**config.mk**
```make
export PLATFORM = sky130hd
export DESIGN_NAME = instr_fetch_flat
export DESIGN_NICKNAME = d
export VERILOG_FILES = /design/src/rtl/instr_fetch_if.sv /design/src/rtl/instr_fetch.sv /design/src/flat_wrapper.sv
export SDC_FILE = /design/constraint.sdc
export NUM_CORES = 1
export LEC_CHECK = 0
export BUFFER_PORTS_ARGS = -buffer_cell sky130_fd_sc_hd__buf_2
export CAP_MARGIN = 10
export CORE_UTILIZATION = 53
export CTS_CLUSTER_SIZE = 20
export DETAILED_ROUTE_END_ITERATION = 6
export PLACE_DENSITY = 0.95
export SLEW_MARGIN = 5
export SYNTH_ARGS = -nofsm -noshare
export SYNTH_HDL_FRONTEND = slang
export SYNTH_SLANG_ARGS = --single-unit
```
**constraint.sdc**
```tcl
create_clock -name clk -period 5.97 [get_ports clk]
set_clock_uncertainty 0.1 [all_clocks]
set_input_delay 1.4925 -clock clk [delete_from_list [all_inputs] [get_ports clk]]
set_output_delay 1.4925 -clock clk [all_outputs]
set_load 0.05 [all_outputs]
```
**src/rtl/instr_fetch_if.sv**
```systemverilog
// Fetch-stage bus: instruction memory port, decode handshake, redirect input, status outputs.
// Handshake: valid_o/instr_o/pc_o are held stable while valid_o && !ready_i; a transfer occurs on every edge with valid_o && ready_i.
interface instr_fetch_if;
  logic [31:0] imem_addr_o;
  logic [31:0] imem_data_i;
  logic        valid_o;
  logic        ready_i;
  logic [31:0] instr_o;
  logic [31:0] pc_o;
  logic        redirect_i;
  logic [31:0] redirect_pc_i;
  logic        fault_o;
  logic [31:0] fetch_cnt_o;

  modport master (
    output imem_addr_o,
    input  imem_data_i,
    output valid_o,
    input  ready_i,
    output instr_o,
    output pc_o,
    input  redirect_i,
    input  redirect_pc_i,
    output fault_o,
    output fetch_cnt_o
  );

  modport slave (
    input  imem_addr_o,
    output imem_data_i,
    input  valid_o,
    output ready_i,
    input  instr_o,
    input  pc_o,
    output redirect_i,
    output redirect_pc_i,
    input  fault_o,
    input  fetch_cnt_o
  );
endinterface

```
**src/rtl/instr_fetch.sv**
```systemverilog
// Single-slot instruction fetch stage with redirect, sticky fault on misaligned target or
// fetch past the end of instruction memory, and a count of accepted instructions.
module instr_fetch #(
  parameter logic [31:0] RESET_PC   = 32'h0000_0000,
  parameter int          IMEM_WORDS = 13
) (
  input  logic                 clk,
  input  logic                 rst_n,
  instr_fetch_if.master        bus,
  output logic [1:0]           o_dbg_state
);

  typedef enum logic [1:0] {
    BOOT  = 2'd0,
    RUN   = 2'd1,
    FAULT = 2'd2
  } state_t;

  localparam logic [29:0] IMEM_LIMIT = 30'(IMEM_WORDS);

  state_t      r_state;
  state_t      w_next;
  logic [31:0] r_pc;
  logic [31:0] r_instr;
  logic [31:0] r_pc_out;
  logic [31:0] r_cnt;
  logic        r_valid;
  logic        r_fault;

  logic w_hs;
  logic w_misaligned;
  logic w_out_of_range;
  logic w_can_load;
  logic w_load;
  logic w_redir;
  logic w_drop;
  logic w_enter_fault;
  logic w_clear_fault;

  assign w_hs           = r_valid & bus.ready_i;
  assign w_misaligned   = |bus.redirect_pc_i[1:0];
  assign w_out_of_range = (r_pc[31:2] >= IMEM_LIMIT);
  assign w_can_load     = !r_valid || bus.ready_i;

  always_ff @(posedge clk) begin
    if (!rst_n) r_state <= BOOT;
    else        r_state <= w_next;
  end

  // Redirect outranks both load and stall; the out-of-range test only fires when a load
  // would otherwise happen, so a valid in-range instruction still completes its handshake.
  always_comb begin
    w_next        = r_state;
    w_load        = 1'b0;
    w_redir       = 1'b0;
    w_drop        = 1'b0;
    w_enter_fault = 1'b0;
    w_clear_fault = 1'b0;
    case (r_state)
      BOOT, RUN: begin
        w_next = RUN;
        if (bus.redirect_i) begin
          w_drop = 1'b1;
          if (w_misaligned) begin
            w_next        = FAULT;
            w_enter_fault = 1'b1;
          end else begin
            w_redir = 1'b1;
          end
        end else if (w_can_load) begin
          if (w_out_of_range) begin
            w_next        = FAULT;
            w_enter_fault = 1'b1;
            w_drop        = 1'b1;
          end else begin
            w_load = 1'b1;
          end
        end
      end
      FAULT: begin
        if (bus.redirect_i && !w_misaligned) begin
          w_next        = RUN;
          w_redir       = 1'b1;
          w_clear_fault = 1'b1;
        end
      end
      default: w_next = BOOT;
    endcase
  end

  always_ff @(posedge clk) begin
    if (!rst_n) begin
      r_pc     <= RESET_PC;
      r_instr  <= 32'h0;
      r_pc_out <= 32'h0;
      r_cnt    <= 32'h0;
      r_valid  <= 1'b0;
      r_fault  <= 1'b0;
    end else begin
      if (w_hs) r_cnt <= r_cnt + 32'd1;
      if (w_redir)     r_pc <= bus.redirect_pc_i;
      else if (w_load) r_pc <= r_pc + 32'd4;
      if (w_load) begin
        r_instr  <= bus.imem_data_i;
        r_pc_out <= r_pc;
        r_valid  <= 1'b1;
      end else if (w_drop) begin
        r_valid <= 1'b0;
      end
      if (w_enter_fault)      r_fault <= 1'b1;
      else if (w_clear_fault) r_fault <= 1'b0;
    end
  end

  assign bus.imem_addr_o = {2'b00, r_pc[31:2]};
  assign bus.valid_o     = r_valid;
  assign bus.instr_o     = r_instr;
  assign bus.pc_o        = r_pc_out;
  assign bus.fault_o     = r_fault;
  assign bus.fetch_cnt_o = r_cnt;
  assign o_dbg_state     = r_state;

endmodule

```
**src/flat_wrapper.sv**
```systemverilog
// flat-port wrapper written by rule: the top's interface ports become plain ports
module instr_fetch_flat 
#(
  parameter logic [31:0] RESET_PC   = 32'h0000_0000,
  parameter int          IMEM_WORDS = 13
)
  (clk, rst_n, o_dbg_state, bus_imem_addr_o, bus_imem_data_i, bus_valid_o, bus_ready_i, bus_instr_o, bus_pc_o, bus_redirect_i, bus_redirect_pc_i, bus_fault_o, bus_fetch_cnt_o);
  instr_fetch_if bus_i ();
  input  logic clk;
  input  logic rst_n;
  output logic [1:0] o_dbg_state;
  output wire logic [$bits(bus_i.imem_addr_o)-1:0] bus_imem_addr_o;
  input wire logic [$bits(bus_i.imem_data_i)-1:0] bus_imem_data_i;
  output wire logic [$bits(bus_i.valid_o)-1:0] bus_valid_o;
  input wire logic [$bits(bus_i.ready_i)-1:0] bus_ready_i;
  output wire logic [$bits(bus_i.instr_o)-1:0] bus_instr_o;
  output wire logic [$bits(bus_i.pc_o)-1:0] bus_pc_o;
  input wire logic [$bits(bus_i.redirect_i)-1:0] bus_redirect_i;
  input wire logic [$bits(bus_i.redirect_pc_i)-1:0] bus_redirect_pc_i;
  output wire logic [$bits(bus_i.fault_o)-1:0] bus_fault_o;
  output wire logic [$bits(bus_i.fetch_cnt_o)-1:0] bus_fetch_cnt_o;
  assign bus_imem_addr_o = bus_i.imem_addr_o;
  assign bus_i.imem_data_i = bus_imem_data_i;
  assign bus_valid_o = bus_i.valid_o;
  assign bus_i.ready_i = bus_ready_i;
  assign bus_instr_o = bus_i.instr_o;
  assign bus_pc_o = bus_i.pc_o;
  assign bus_i.redirect_i = bus_redirect_i;
  assign bus_i.redirect_pc_i = bus_redirect_pc_i;
  assign bus_fault_o = bus_i.fault_o;
  assign bus_fetch_cnt_o = bus_i.fetch_cnt_o;
  instr_fetch #(.RESET_PC(RESET_PC), .IMEM_WORDS(IMEM_WORDS)) u_core (.clk(clk), .rst_n(rst_n), .bus(bus_i), .o_dbg_state(o_dbg_state));
endmodule
```
* Word level (Yosys, flattened, before mapping) *
Cells that the tools add are included.

storage, ports and cells
  bits in registers = 132
  word-level logic and storage cells = 52

cells by class
  add/sub/neg operators = 2
  $lt $le $gt $ge = 1
  equal/unequal tests = 3
  multiplexer cells = 28
  bitwise gates (word level) = 1
  reductions and logical operators = 10

operators with widths
  kind                   count
  $mux 32                2
  $add 32x1->32 const B  1
  $add 32x3->32 const B  1
  $ge 30x4->1 const B    1
  $mux 1                 19
  $mux 2                 5
  $reduce_bool 2->1      3
  $pmux 2 s2             1
  $reduce_or 2->1        2
  $eq 2x1->1 const B     1
  $eq 2x2->1 const B     1
  $logic_not 1->1        2
  $logic_not 2->1        1
  $ne 2x1->1 const B     1
  $pmux 1 s2             1
  $and 1x1->1            1
  $logic_and 1x1->1      1
  $logic_or 1x1->1       1

* Longest topological paths before layout *
Gate-level depths: netlist of the first run.

  word-level depth = 7
  mapped depth = 7
  gate-level depth less buffers = 6

* Worst setup path before layout of the first run *
OpenSTA, ideal clock, no wires.

  path kind = input-to-reg
  from = input port bus_redirect_pc_i[0]
  to = register u_core.r_pc[11]
  setup time = 0.070 ns
  arrival = 2.749 ns
  path slack = 3.051 ns
  stages on the path = 5
  cell sequence = or3b_1 -> nor2_1 -> clkbuf_1 -> nand2_1 -> a21oi_1

on the way
  word-level cells in the longest chain between the ends = 6
  elaborated cells between the ends (all ways) = 9
  those cells by class = 5 x mux; 4 x reduce/logical

RTL lines
  what                                                 line                RTL
  start: declaration                                   flat_wrapper.sv:19  input wire logic [$bits(bus_i.redirect_pc_i)-1:0] bus_redirect_pc_i;
  $reduce_or 2->1 *                                    instr_fetch.sv:41   assign w_misaligned = |bus.redirect_pc_i[1:0];
  $logic_not 1->1                                      instr_fetch.sv:81   if (bus.redirect_i && !w_misaligned) begin
  $logic_and 1x1->1                                    instr_fetch.sv:81
  $mux 1                                               instr_fetch.sv:81
  $pmux 1 s2 *                                         instr_fetch.sv:59   case (r_state)
  $mux 32 / $reduce_bool 2->1 (equally long branches)  --
  end signal: assignment                               instr_fetch.sv:101  if (w_redir) r_pc <= bus.redirect_pc_i;
  end signal: assignment                               instr_fetch.sv:102  else if (w_load) r_pc <= r_pc + 32'd4;
  end: declaration                                     instr_fetch.sv:23   logic [31:0] r_pc;

Every way passes the cells marked *; elsewhere a longest branch is shown, timed or not.
A chain may end at the register's enable or synchronous reset.

* Worst setup path in the final report of the first run *
  from = input port bus_redirect_i
  to = register u_core.r_instr[22], in the netlist u_core.bus.instr_o[22]

on the way
  word-level cells in the longest chain between the ends = 2

RTL lines
  what                    line                RTL
  start: declaration      flat_wrapper.sv:18  input wire logic [$bits(bus_i.redirect_i)-1:0] bus_redirect_i;
  $mux 1                  instr_fetch.sv:62   if (bus.redirect_i) begin
  $mux 1                  instr_fetch.sv:59
  end signal: assignment  instr_fetch.sv:104  r_instr <= bus.imem_data_i;
  end: declaration        instr_fetch.sv:24   logic [31:0] r_instr;

No other way between the ends.

==> impl_metrics.csv, run 1 <==
group,metric,value,unit
synth,yosysUniqueCellTypes,41,
sta,slew_viol_final,0,
global_routing,grt_usage,0.238,
detailed_routing,post_drt_wl_per_cell,14.0,um
critical_path,r2r_setup_slack,3.20,ns
detailed_routing,drc_errors,0,
floorplan,placementRows,36,
clock_network,cts_root_buf,"clkbuf_8",
sta,setup_viol,0,
run_status,status,"finished, final reports clean",
cells_and_area,nNetsFinal,848,
clock_network,clk_pin_slew,0.06,ns
synth,synth-seq-cells,132,
sta,fin_ws,2.72,ns
detailed_routing,drt_iter0_drc,253,
clock_network,cts-buffers-inserted,17,
critical_path,crit_arrival,3.58,ns
power,power_density,335,mW/mm^2
cells_and_area,fin_cells,922,
synth,synth-seq-area-share,0.484,
sta,fin_crit_sh,0.545,
global_routing,antenna_found_initial,0,
critical_path,start_kind,"primary input",
global_routing,grt_start_max_net_pins,112,
clock_network,cts_hold_buffers,0,
critical_path,crit_slowest_cell,"nor3_2",
critical_path,cp.required,6.30,ns
floorplan,core_area,0.00986,mm^2
floorplan,io_pins,200,
detailed_routing,drt-met1-wl,5570,um
global_routing,grt_pass1_vias,4571,
cells_and_area,antenna_cells,0,
detailed_routing,met3_length,902,um
run,drv_cap,0,
sta,tns,0,ns
detailed_routing,routed-via-count,4893,
global_routing,grt_pass1_wl,21000,um
sta,hold_ws,0.355,ns
power,peakVddDrop,0.000199,V
critical_path,cp_max_fo,16,
clock_network,h-tree-depth,4,
place,place_inst,890,
floorplan,die_y,104,um
global_routing,grt_remaining_overflow,0,
sta,timing.fmax,307,MHz
cells_and_area,final.fill_count,742,
place,hpwl,8610,um
sta,finalCriticalPeriod,3.25,ns
detailed_routing,dr.pass1.iters,5,
floorplan,start_util,0.554,
detailed_routing,totalWireLength,12900,um
power,leakage,3.10,nW
sta,worst_slew_pin_slew,0.936,ns
clock_network,cts_buffer_depth,2,
worst_hold_path,whs_path_depth,2,
detailed_routing,ant_nets,0,
place,port_buffers,197,
sta,hold_violations,0,
detailed_routing,dr.max_layer_used,"met4",
critical_path,end_kind,"register",
synth,synth.avg_cell_area,8.72,um^2
critical_path,path_class,"primary input to register",
floorplan,fp.dieArea,0.0107,mm^2
sta,relSlewSlack,0.376,
clock_network,cts.sinks,132,
clock_network,cts_setup_buffers,0,
cells_and_area,multi_input_area,0.00239,mm^2
detailed_routing,wl_met2,6250,um
clock_network,clkLatencyLatePin,0.50,ns
clock_network,cts_tree,"yes",
cells_and_area,layout.cells.most_common_list,"197 x buf_2, 143 x nand2_1, 132 x dfxtp_1",
critical_path,rr_worst_depth,7,
synth,synthCells,626,
cells_and_area,final_common_cell,"buf_2",
cells_and_area,finish.utilization,0.697,
critical_path,path_cells,"buf_2 -> nor4_1 -> nand4_1 -> nor3_2 -> buf_4 -> mux2i_1",
worst_hold_path,hp-class,"register to register",
place,place.gp.congestion,0.815,
detailed_routing,vias_per_cell,5.31,
critical_path,slowest_delay,0.78,ns
synth,ys_warn_count,0,
sta,rsz0062_at_grt,"false",
place,place_ws,2.21,ns
cells_and_area,drive_above_1_share,0.300,
floorplan,fp.dieW,104,um
cells_and_area,seq_area,0.00264,mm^2
cells_and_area,syn2layout_area_growth,26.0,%
synth,synth_area,0.00546,mm^2
clock_network,ctsResizeCount,0,
## per-layer routing
metal,GRT usage,vias up
met1,0.284,2242
li1,-,2448
met5,0,-
met3,0.0686,16
met4,0.0942,0
met2,0.401,187
## final cells by class
class,count,share of cell area
Sequential cell,132,0.384
Tap cell,133,0.0242
Inverter,8,0.00437
Multi-Input combinational cell,415,0.347
Clock buffer,17,0.0602
Clock inverter,15,0.0307
Timing Repair Buffer,202,0.149
## sequential cells by signal, summed over array words and instances, names as in the netlist
register,flops
u_core.r_pc,32
u_core.bus.fetch_cnt_o,32
u_core.bus.valid_o,1
u_core.bus.pc_o,32
u_core.o_dbg_state,2
u_core.bus.instr_o,32
u_core.bus.fault_o,1
## worst max-delay path: cells and delay by family
family,cells,cell delay (ns)
muxes,1,0.24
and+or+nand+nor,3,1.30
buffers and inverters,2,0.53
## where the power goes
group          internal [mW]  switching, mW  total [mW]
sequential             0.910         0.0252       0.935
combinational         0.0782          0.202       0.280
clock                  0.658          0.432        1.09
## final timing paths
check / startpoint / endpoint
worst max-delay path: bus_redirect_i / u_core.bus.instr_o[22]$_SDFFE_PN0P_
worst max register to register: u_core.r_pc[3]$_SDFFE_PN0P_ / u_core.bus.instr_o[22]$_SDFFE_PN0P_
worst min-delay path: u_core.bus.instr_o[27]$_SDFFE_PN0P_ / u_core.bus.instr_o[27]$_SDFFE_PN0P_
worst min register to register: u_core.bus.instr_o[27]$_SDFFE_PN0P_ / u_core.bus.instr_o[27]$_SDFFE_PN0P_
## cell usage after synthesis
master     instances  area share
nand2_1          143       0.098
dfxtp_1          132        0.48
a21oi_1           51       0.047
mux2i_1           40       0.073
buf_4             32       0.044
clkbuf_1          31       0.021
and3_1            28       0.032
o31ai_1           19       0.026
or4_1             19       0.026
nand3_1           17       0.016
nor2_1            14      0.0096
nand4_1           13       0.015
o21ai_0           10      0.0092
nor4_1             9       0.010
xor2_1             8       0.013
buf_2              7      0.0064
inv_1              7      0.0048
and4_1             6      0.0096
and2_1             4      0.0046
ha_1               4      0.0092
nand2b_1           3      0.0034
nor2b_1            3      0.0034
o211ai_1           3      0.0041
or3_1              3      0.0034
a21o_1             2      0.0027
a31oi_1            2      0.0023
nor3_1             2      0.0018
a22o_1             1      0.0016
buf_1              1     0.00069
buf_6              1      0.0021
clkinv_1           1     0.00069
conb_1             1     0.00069
nand3_2            1      0.0018
nor3b_1            1      0.0014
nor4b_1            1      0.0016
o2111a_1           1      0.0021
o2111ai_1          1      0.0016
o22ai_1            1      0.0011
or2_2              1      0.0011
or3b_1             1      0.0016
xnor2_1            1      0.0016
## stage by stage
stage	cell area [um^2]	power, mW
6_report	6880	2.31
3_3_place_gp	6250	1.23
5_1_grt	6880	2.38
2_1_floorplan	5460	1.17
3_5_place_dp	6250	1.23
4_1_cts	6880	2.32
## logic make-up (layout without fill, tap and decap cells)
| family | after synthesis | count (layout) | share of synthesized area |
|---|---|---|---|
| adders and majority gates | 4 | 4 | 0.00917 |
| AOI/OAI and AO/OA | 91 | 91 | 0.0976 |
| and+or+nand+nor | 269 | 269 | 0.241 |
| buffers and inverters | 80 | 242 | 0.0800 |
| DFF | 132 | 132 | 0.484 |
| xor gates and xnor gates | 9 | 9 | 0.0144 |
| other | 1 | 2 | 0.000687 |
| muxes | 40 | 40 | 0.0733 |
No activity file was read; power rests on OpenSTA's default activity.
==> run 2, diff against run 1 <==
- CORE_UTILIZATION: 53 -> 49
- PLACE_DENSITY: 0.95 -> 0.89
- clock period: 5.97 -> 3.1 ns (I/O delays scaled with it)
==> run 2 against run 1 <==
  * Critical path type is now register to register
  * Largest cell class unchanged
  * First-iteration DRC count is 3.6% higher
  * Via count grew 0.57%
  * Highest routed layer unchanged
  * Sequential share of layout area is 0.18 points lower
==> impl_metrics.csv, run 2 (same netlist as run 1, synthesis figures left out) <==
group,metric,value,unit
run_status,status,"finished, final reports clean",
cells_and_area,antenna_cells,0,
detailed_routing,ant_nets,0,
cells_and_area,final.fill_count,941,
power,leakage,3.11,nW
clock_network,cts.sinks,132,
detailed_routing,vias_per_cell,5.27,
clock_network,h-tree-depth,4,
critical_path,end_kind,"register",
clock_network,cts_hold_buffers,0,
worst_hold_path,hp-class,"register to register",
floorplan,core_area,0.0108,mm^2
floorplan,die_y,108,um
sta,timing.fmax,414,MHz
sta,fin_crit_sh,0.779,
cells_and_area,final_common_cell,"buf_2",
critical_path,cp_max_fo,26,
cells_and_area,layout.cells.most_common_list,"197 x buf_2, 143 x nand2_1, 132 x dfxtp_1",
run,drv_cap,0,
floorplan,io_pins,200,
clock_network,cts_root_buf,"clkbuf_8",
global_routing,grt_start_max_net_pins,112,
floorplan,fp.dieArea,0.0116,mm^2
detailed_routing,totalWireLength,12700,um
sta,slew_viol_final,0,
critical_path,crit_arrival,2.74,ns
global_routing,grt_usage,0.224,
global_routing,grt_pass1_wl,20800,um
cells_and_area,multi_input_area,0.00239,mm^2
place,hpwl,8570,um
critical_path,start_kind,"register",
cells_and_area,finish.utilization,0.637,
clock_network,clk_pin_slew,0.06,ns
global_routing,antenna_found_initial,0,
floorplan,placementRows,38,
detailed_routing,post_drt_wl_per_cell,13.6,um
floorplan,start_util,0.504,
power,power_density,620,mW/mm^2
cells_and_area,seq_area,0.00264,mm^2
sta,finalCriticalPeriod,2.41,ns
floorplan,fp.dieW,108,um
global_routing,grt_pass1_vias,4474,
clock_network,cts_tree,"yes",
global_routing,grt_remaining_overflow,0,
clock_network,cts_setup_buffers,0,
detailed_routing,drt_iter0_drc,262,
sta,tns,0,ns
critical_path,cp.required,3.43,ns
detailed_routing,dr.pass1.iters,5,
sta,rsz0062_at_grt,"false",
critical_path,r2r_setup_slack,0.69,ns
power,peakVddDrop,0.000412,V
place,port_buffers,197,
clock_network,cts-buffers-inserted,17,
place,place.gp.congestion,0.809,
sta,hold_violations,0,
clock_network,cts_buffer_depth,2,
cells_and_area,syn2layout_area_growth,26.6,%
detailed_routing,drc_errors,0,
clock_network,ctsResizeCount,0,
sta,relSlewSlack,0.504,
sta,worst_slew_pin_slew,0.744,ns
detailed_routing,routed-via-count,4921,
cells_and_area,nNetsFinal,852,
cells_and_area,drive_above_1_share,0.304,
sta,setup_viol,0,
critical_path,path_class,"register to register",
clock_network,clkLatencyLatePin,0.50,ns
==> run 2: layout make-up <==
class                           count  area share
Tap cell                          140      0.0253
Multi-Input combinational cell    415       0.346
Clock inverter                     15      0.0261
Clock buffer                       17      0.0599
Sequential cell                   132       0.382
Inverter                            8     0.00435
Timing Repair Buffer              206       0.156
==> run 2: through the flow <==
step | setup slack, ns | hold slack (ns) | area, um^2 | instances | total power [mW]
after floorplan | 0.788 | 0.330 | 5460 | 627 | 2.25
after global placement | 0.694 | 0.339 | 6320 | 901 | 2.37
after detailed placement | 0.632 | 0.345 | 6320 | 901 | 2.38
after CTS | 0.709 | 0.356 | 6910 | 933 | 4.32
after global routing | 0.529 | 0.378 | 6910 | 933 | 4.46
final | 0.685 | 0.355 | 6910 | 933 | 4.28
==> run 2: worst max-delay path, stage by stage, from the launching register on <==
cell     delay, ns
dfxtp_1       0.45
nand3_2       0.13
or4_1         0.88
or4_1         0.63
a21oi_1       0.15
==> run 2: per-layer routing <==
metal / part of all wire / vias up / global-route usage
met5: 0 / - / 0
met3: 0.064 / 18 / 0.0630
met1: 0.45 / 2284 / 0.290
met2: 0.47 / 161 / 0.359
li1: - / 2458 / -
met4: 0.013 / 0 / 0.0753
==> run 2: power by group <==
part | internal, mW | switching (mW)
clock network | 1.05 | 0.887
logic | 0.157 | 0.387
registers | 1.75 | 0.0490
==> run 2: path summary, 6_finish.rpt <==
check,cells after the start,to,startpoint
min reg2reg,2,u_core.bus.instr_o[11]$_SDFFE_PN0P_,u_core.bus.instr_o[11]$_SDFFE_PN0P_
max,4,u_core.bus.fetch_cnt_o[31]$_SDFFE_PN0P_,u_core.bus.fetch_cnt_o[11]$_SDFFE_PN0P_
min,2,u_core.bus.instr_o[11]$_SDFFE_PN0P_,u_core.bus.instr_o[11]$_SDFFE_PN0P_
max reg2reg,4,u_core.bus.fetch_cnt_o[31]$_SDFFE_PN0P_,u_core.bus.fetch_cnt_o[11]$_SDFFE_PN0P_
